`src/rtl/dmem_lsu.sv`:
```
// Load/store master for a byte-addressed data memory: one request at a time,
// read-modify-write for sub-word stores, sign/zero-extended load responses.
module dmem_lsu #(
    parameter int unsigned ADDR_LIMIT = 1024
) (
    input  logic        clk,
    input  logic        rst_n,
    input  logic        ReqValid,
    output logic        ReqReady,
    input  logic        ReqWrite,
    input  logic [2:0]  ReqFunct3,
    input  logic [31:0] ReqAddr,
    input  logic [31:0] ReqWData,
    output logic        RespValid,
    output logic [31:0] RespRData,
    output logic        RespErr,
    output logic [31:0] Addr,
    output logic [31:0] DataW,
    output logic        MemRW,
    input  logic [31:0] DataR
);

    localparam int unsigned XLEN = 32;
    localparam logic [XLEN-1:0] MAX_ADDR = XLEN'(ADDR_LIMIT - 4);

    localparam logic [2:0] F3_B  = 3'b000;
    localparam logic [2:0] F3_H  = 3'b001;
    localparam logic [2:0] F3_W  = 3'b010;
    localparam logic [2:0] F3_BU = 3'b100;
    localparam logic [2:0] F3_HU = 3'b101;

    typedef enum logic [1:0] {
        S_IDLE  = 2'd0,
        S_READ  = 2'd1,
        S_WRITE = 2'd2,
        S_RESP  = 2'd3
    } state_e;

    state_e            state_q, state_d;
    logic [XLEN-1:0]   addr_q, addr_d;
    logic [XLEN-1:0]   wdata_q, wdata_d;
    logic [XLEN-1:0]   rdata_q, rdata_d;
    logic [2:0]        funct3_q, funct3_d;
    logic              write_q, write_d;
    logic              err_q, err_d;

    logic              req_err_c;
    logic              misalign_c;
    logic              bad_f3_c;
    logic [XLEN-1:0]   load_c;

    always_ff @(posedge clk) begin
        if (!rst_n) begin
            state_q  <= S_IDLE;
            addr_q   <= '0;
            wdata_q  <= '0;
            rdata_q  <= '0;
            funct3_q <= '0;
            write_q  <= 1'b0;
            err_q    <= 1'b0;
        end else begin
            state_q  <= state_d;
            addr_q   <= addr_d;
            wdata_q  <= wdata_d;
            rdata_q  <= rdata_d;
            funct3_q <= funct3_d;
            write_q  <= write_d;
            err_q    <= err_d;
        end
    end

    // Request legality, evaluated on the live request inputs at acceptance.
    always_comb begin
        misalign_c = ((ReqFunct3[1:0] == 2'b01) && ReqAddr[0])
                  || ((ReqFunct3 == F3_W) && (ReqAddr[1:0] != 2'b00));
        bad_f3_c   = (ReqFunct3 == 3'b011) || (ReqFunct3 == 3'b110) || (ReqFunct3 == 3'b111);
        req_err_c  = misalign_c || bad_f3_c || (ReqAddr > MAX_ADDR)
                  || (ReqWrite && ReqFunct3[2]);
    end

    always_comb begin
        state_d  = state_q;
        addr_d   = addr_q;
        wdata_d  = wdata_q;
        rdata_d  = rdata_q;
        funct3_d = funct3_q;
        write_d  = write_q;
        err_d    = err_q;
        case (state_q)
            S_IDLE: begin
                if (ReqValid) begin
                    addr_d   = ReqAddr;
                    wdata_d  = ReqWData;
                    funct3_d = ReqFunct3;
                    write_d  = ReqWrite;
                    err_d    = req_err_c;
                    state_d  = req_err_c ? S_RESP : S_READ;
                end
            end
            S_READ: begin
                rdata_d = DataR;
                state_d = write_q ? S_WRITE : S_RESP;
            end
            S_WRITE: state_d = S_RESP;
            S_RESP:  state_d = S_IDLE;
            default: state_d = S_IDLE;
        endcase
    end

    always_comb begin
        load_c = '0;
        case (funct3_q)
            F3_B:    load_c = {{24{rdata_q[7]}}, rdata_q[7:0]};
            F3_BU:   load_c = {24'h000000, rdata_q[7:0]};
            F3_H:    load_c = {{16{rdata_q[15]}}, rdata_q[15:0]};
            F3_HU:   load_c = {16'h0000, rdata_q[15:0]};
            F3_W:    load_c = rdata_q;
            default: load_c = '0;
        endcase
    end

    // Outputs decode from state; stale rdata_q is masked for stores and errors.
    always_comb begin
        ReqReady  = (state_q == S_IDLE);
        RespValid = 1'b0;
        RespErr   = 1'b0;
        RespRData = '0;
        Addr      = '0;
        DataW     = '0;
        MemRW     = 1'b0;
        case (state_q)
            S_READ: Addr = addr_q;
            S_WRITE: begin
                Addr  = addr_q;
                MemRW = rst_n;
                case (funct3_q)
                    F3_B:    DataW = {rdata_q[31:8], wdata_q[7:0]};
                    F3_H:    DataW = {rdata_q[31:16], wdata_q[15:0]};
                    default: DataW = wdata_q;
                endcase
            end
            S_RESP: begin
                RespValid = 1'b1;
                RespErr   = err_q;
                if (!err_q && !write_q) begin
                    RespRData = load_c;
                end
            end
            default: ;
        endcase
    end

endmodule

```
`config.mk`:
```
export PLATFORM = sky130hd
export DESIGN_NAME = dmem_lsu
export DESIGN_NICKNAME = d
export VERILOG_FILES = /design/src/rtl/dmem_lsu.sv
export SDC_FILE = /design/constraint.sdc
export NUM_CORES = 1
export LEC_CHECK = 0
export BUFFER_PORTS_ARGS = -buffer_cell sky130_fd_sc_hd__clkbuf_2
export CORE_MARGIN = 2
export CORE_UTILIZATION = 53
export DETAILED_ROUTE_END_ITERATION = 8
export GPL_ROUTABILITY_DRIVEN = 0
export HOLD_SLACK_MARGIN = 0.02
export PLACE_DENSITY_LB_ADDON = 0.2
export SLEW_MARGIN = 20
export SYNTH_ARGS = -nofsm -noshare
export SYNTH_HDL_FRONTEND = slang
export SYNTH_SLANG_ARGS = --single-unit
```
`constraint.sdc`:
```
create_clock -name clk -period 4.1 [get_ports clk]
set_input_delay 0 -clock clk [delete_from_list [all_inputs] [get_ports clk]]
set_output_delay 0 -clock clk [all_outputs]
set_load 0.02 [all_outputs]
```
## After elaboration in Yosys (flattened, before gate mapping)

Index checks and enable logic that the tools add are counted.

| storage, ports and cells | value |
|---|---|
| flip-flop bits (word level) | 103 |
| bits of input ports | 103 |
| output and inout port bits | 100 |
| word-level logic and storage cells | 51 |

| operators by class | value |
|---|---|
| order comparisons | 1 |
| eq/ne operators | 13 |
| multiplexer cells | 13 |
| reductions and logical operators | 17 |

Operators with widths:

| cell | count |
|---|---|
| $pmux 32 s5 | 1 |
| $mux 32 | 4 |
| $pmux 32 s2 | 1 |
| $gt 32x10->1 const B | 1 |
| $eq 3x3->1 const B | 4 |
| $eq 3x2->1 const B | 3 |
| $pmux 2 s4 | 1 |
| $logic_or 1x1->1 | 6 |
| $eq 2x1->1 const B | 2 |
| $eq 2x2->1 const B | 2 |
| $logic_and 1x1->1 | 4 |
| $mux 1 | 4 |
| $mux 2 | 2 |
| $eq 3x1->1 const B | 1 |
| $logic_not 3->1 | 1 |
| $logic_not 1->1 | 2 |
| $logic_not 2->1 | 1 |
| $ne 2x2->1 const B | 1 |
| $reduce_and 2->1 | 1 |
| $reduce_bool 2->1 | 1 |
| $reduce_or 2->1 | 1 |

## Depth between registers and ports, before layout

| depth | value |
|---|---|
| depth in word-level cells | 9 |
| gate-level depth with buffers | 7 |
| depth with buffers taken out | 5 |

## Worst setup path after synthesis

Ideal clock, no wire load.

| timing | value |
|---|---|
| path type | register -> register |
| from | register state_q[0] |
| to | register state_q[0] |
| setup time | 0.122 ns |
| arrival | 1.540 ns |
| data required time | 3.978 ns |
| path slack | 2.438 ns |
| cell stages (with the launch flop) | 7 |
| buffers on the path | 2 |
| clock period less this slack | 1.662 ns |
| cells stage by stage | dfxtp_1 inv_1 ha_1 and2_1 buf_2 buf_2 o311a_1 |

| between the ends | value |
|---|---|
| word-level cells in the longest chain between the ends | 2 |
| elaborated cells between the ends (all ways) | 6 |
| those cells by class | eq/ne: 4; mux: 1; reduce/logical: 1 |

Ends and longest elaborated chain:

| item | line | text |
|---|---|---|
| start, declared | 39 | `state_e state_q, state_d;` |
| start signal, assigned | 62 | `state_q <= state_d;` |
| $logic_not 2->1 * | -- |  |
| named net ReqReady | 9 | `output logic ReqReady,` |
| $pmux 2 s4 / $ne 2x2->1 (equally long branches) | -- |  |

The timed path passes the listed nets; every way through them passes the cells marked *.
A chain may end at the register's enable or synchronous reset.

## Worst setup path after layout

| timing | value |
|---|---|
| from | register funct3_q[1] |
| to | output RespRData[12] |

| between the ends | value |
|---|---|
| word-level cells in the longest chain between the ends | 4 |
| elaborated cells between the ends (all ways) | 8 |
| those cells by class | eq/ne: 4; mux: 3; reduce/logical: 1 |

Ends and longest elaborated chain:

| item | line | text |
|---|---|---|
| start, declared | 43 | `logic [2:0] funct3_q, funct3_d;` |
| start signal, assigned | 66 | `funct3_q <= funct3_d;` |
| $eq 3x2->1 (tied with other cells) | 112 | `case (funct3_q)` |
| $pmux 32 s5 * | 112 |  |
| $mux 32 * | 145 | `if (!err_q && !write_q) begin` |
| $mux 32 * | 131 | `case (state_q)` |
| end, declared | 15 | `output logic [31:0] RespRData,` |

Mark *: on every way between the ends. The rest lies on a longest branch, timed or not.

==> results.toml <==
[critical_path]
r2r_setup_slack_ns = 1.91
path_max_fanout = 19
crit_chain = "nor3b_4, or2_2, nand2_1, a21oi_1, clkbuf_2"
reg2regPathDepth = 6
worstReg2RegStart = "state_q[0]"
cp-start-kind = "register"
reg2reg_to = "addr_q[3]"
crit_path_top_delay_cell = "dfxtp_1"
required_ns = 4.10
crit_path_end_kind = "output pin"
arrival_ns = 2.50
crit_type = "reg -> out"
critPathMaxStageDelay_ns = 0.74

[cells_and_area]
drive_gt1_frac = 0.275
fin_area_mm2 = 0.00738
num_antenna_cells = 0
final_util = 0.766
fin_cells = 1049
nets = 1019
area_delta_synth_final_pct = 42.1

[grt]
grt_max_degree = 67
grt_pass1_vias = 5053
grt-busiest-layer = "met2"
grt_use_met1 = 0.341
grt_overflow = 0
use_met2 = 0.496
grt_antenna_before_repair = 0
grt_use_total = 0.287
grt_pass1_wl_mm = 23.9
grt_use_met3 = 0.0658

[clock_tree]
cts-root-buf = "clkbuf_8"
cts_max_path_buffers = 2
clk_latency_ns = 0.36
cts-resized-gates = 0
clkTransAtPathRegs_ns = 0.09
clkSinkCount = 103
h-tree-depth = 3
cts_buffers = 9
cts_tree = "yes"
post_cts_buffers = 0

[drt]
ant_nets = 0
totalWireLength_mm = 15.6
first_pass_iters = 4
dr_total_vias = 5342
wl_per_cell_um = 14.9
drt_iter0_drc = 150
drc = 0
vias_per_cell = 5.09

[power_and_ir_drop]
vdd_drop_max_uv = 285
p_leak_nw = 3.10
finalPower_mw = 3.52
power_density_mw_per_mm2 = 476

[synthesis]
async_flop_share = 0
yosysWarnings = 0
synth_fp_nets = 748
ys.flop_type = "dfxtp_1"
synth.distinct_cells = 40
synthTopCellsByArea = "dfxtp_1 (40%), nand2_1 (15%), a21boi_1 (12%), mux2i_1 (6.2%), and2_1 (6.1%)"
yosysTopAreaCellShare = 0.397
netlist_instances = 641
yosys.area.top_type = "dfxtp_1"
ys_ff_latch = 103
avgSynthCellArea_um2 = 8.10
netlist_area_mm2 = 0.00519
yosysSeqAreaShare = 0.397
synth_edf_count = 0

[die]
die_height_um = 103
die_x_um = 103
num_rows = 36
start_util = 0.539
pin_count = 203
fp.dieArea_mm2 = 0.0106
core-area_mm2 = 0.00964

[timing]
max_freq_mhz = 400
clock_skew_ns = 0.00453
slew_viol_final = 0
hold_viol = 0
min_period_over_period = 0.610
max_slew_margin = 0.277
timing.final.crit_period_ns = 2.50
holdWs_ns = 0.409
fin_ws_ns = 1.60
fin_tns_setup_ns = 0
rsz0062_at_grt = "no"
setup-violations-final = 0
tightest_slew_ns = 1.08

[place]
dp_cells = 933
dp_hpwl_mm = 9.63
port_buffers = 202
dp_slack_ns = 2.00
placed_cell_area_mm2 = 0.00617

[flow_run]
drv_cap = 0

[worst_hold_path]
hold_path.class = "in -> reg"
hold_path_startpoint = "ReqWData[28]"
whs_endpoint = "wdata_q[28]"
whs_path_depth = 4

[status]
status = "complete, no violations"
-- cells by family (layout without fill, tap and decap cells) --
kind of cell	Yosys count	after routing	share of synthesized area
AO/OA/AOI/OAI	137	137	0.196
AND/OR/NAND/NOR	315	315	0.287
adder cells (fa/ha/maj)	4	4	0.00964
flip-flops	103	103	0.397
multiplexers	33	33	0.0646
buffers and inverters	49	324	0.0455
-- sequential cells by signal, summed over array words and instances (netlist names) --
name,count
write_q,1
addr_q,32
state_q,2
funct3_q,3
rdata_q,32
err_q,1
wdata_q,32
-- per-layer routing --
layer | part of all wire | vias up | wire length (µm)
met1 | 0.41 | 2440 | 6330
li1 | - | 2631 | -
met4 | 0.032 | 0 | 494
met3 | 0.070 | 43 | 1100
met2 | 0.49 | 228 | 7700
met5 | 0 | - | 0
-- timing repair --
item                                    in CTS  in global routing
hold buffers                               101                  0
endpoints found under the hold margin      101                  0
endpoints found under the setup margin       0                  0
-- layout make-up --
type	count	area, µm²
flip-flops and latches	103	2060
repair buffers	306	2040
clock buffers	11	151
well taps	133	166
inverters	3	11.3
multi-input cells	489	2900
clock inverters	4	45.0
fillers	717	2260
-- worst max-delay path: cells and delay by family, from the launching register on --
family | cells | cell delay [ns]
simple gates | 3 | 1.02
flops | 1 | 0.74
buf+inv | 1 | 0.20
compound gates | 1 | 0.18
-- power by group --
group          total, mW  internal (mW)  switching [mW]
combinational       1.52          0.573           0.950
sequential          1.35           1.21           0.145
clock              0.639          0.310           0.330
-- worst max-delay path by stage --
| stage | slack (ns) | to | from |
|---|---|---|---|
| 6_report | 1.60 | RespRData[12] | funct3_q[1] |
| 5_1_grt | 1.39 | RespRData[12] | funct3_q[1] |
| 4_1_cts | 1.62 | RespRData[14] | funct3_q[1] |
| 3_5_place_dp | 2.00 | addr_q[13] | state_q[0] |
| 3_3_place_gp | 2.10 | RespRData[13] | funct3_q[1] |
| 2_1_floorplan | 2.44 | state_q[0] | state_q[0] |
-- Yosys cell counts (2+ instances only) --
cell,n
nor4_1,3
nand4_1,3
mux2i_1,32
nand2_1,204
a21boi_0,6
o21ai_1,7
dfxtp_1,103
a21boi_2,2
clkbuf_1,23
a21boi_1,86
buf_6,3
inv_1,3
ha_1,4
a21oi_1,13
buf_2,18
o21ai_0,4
buf_4,2
and2_1,51
nor4_2,2
a21oi_2,15
nor2_1,6
nor2b_1,33
-- cells in the final DEF (no fill, tap or decap), drive strengths merged --
master and n:
a211oi 1, a21boi 94, a21oi 28, and2 51, and3 1, buf 3
bufinv 1, clkbuf 213, clkinv 3, dfxtp 103, dlygate4sd3 101, ha 4
inv 3, mux2 1, mux2i 32, nand2 206, nand2b 1, nand3 2
nand4 3, nor2 8, nor2b 33, nor3 1, nor3b 1, nor4 5
o21ai 11, o311a 1, o31a 1, o41ai 1, or2 3
Note: power is estimated with default switching activity, not from simulation.
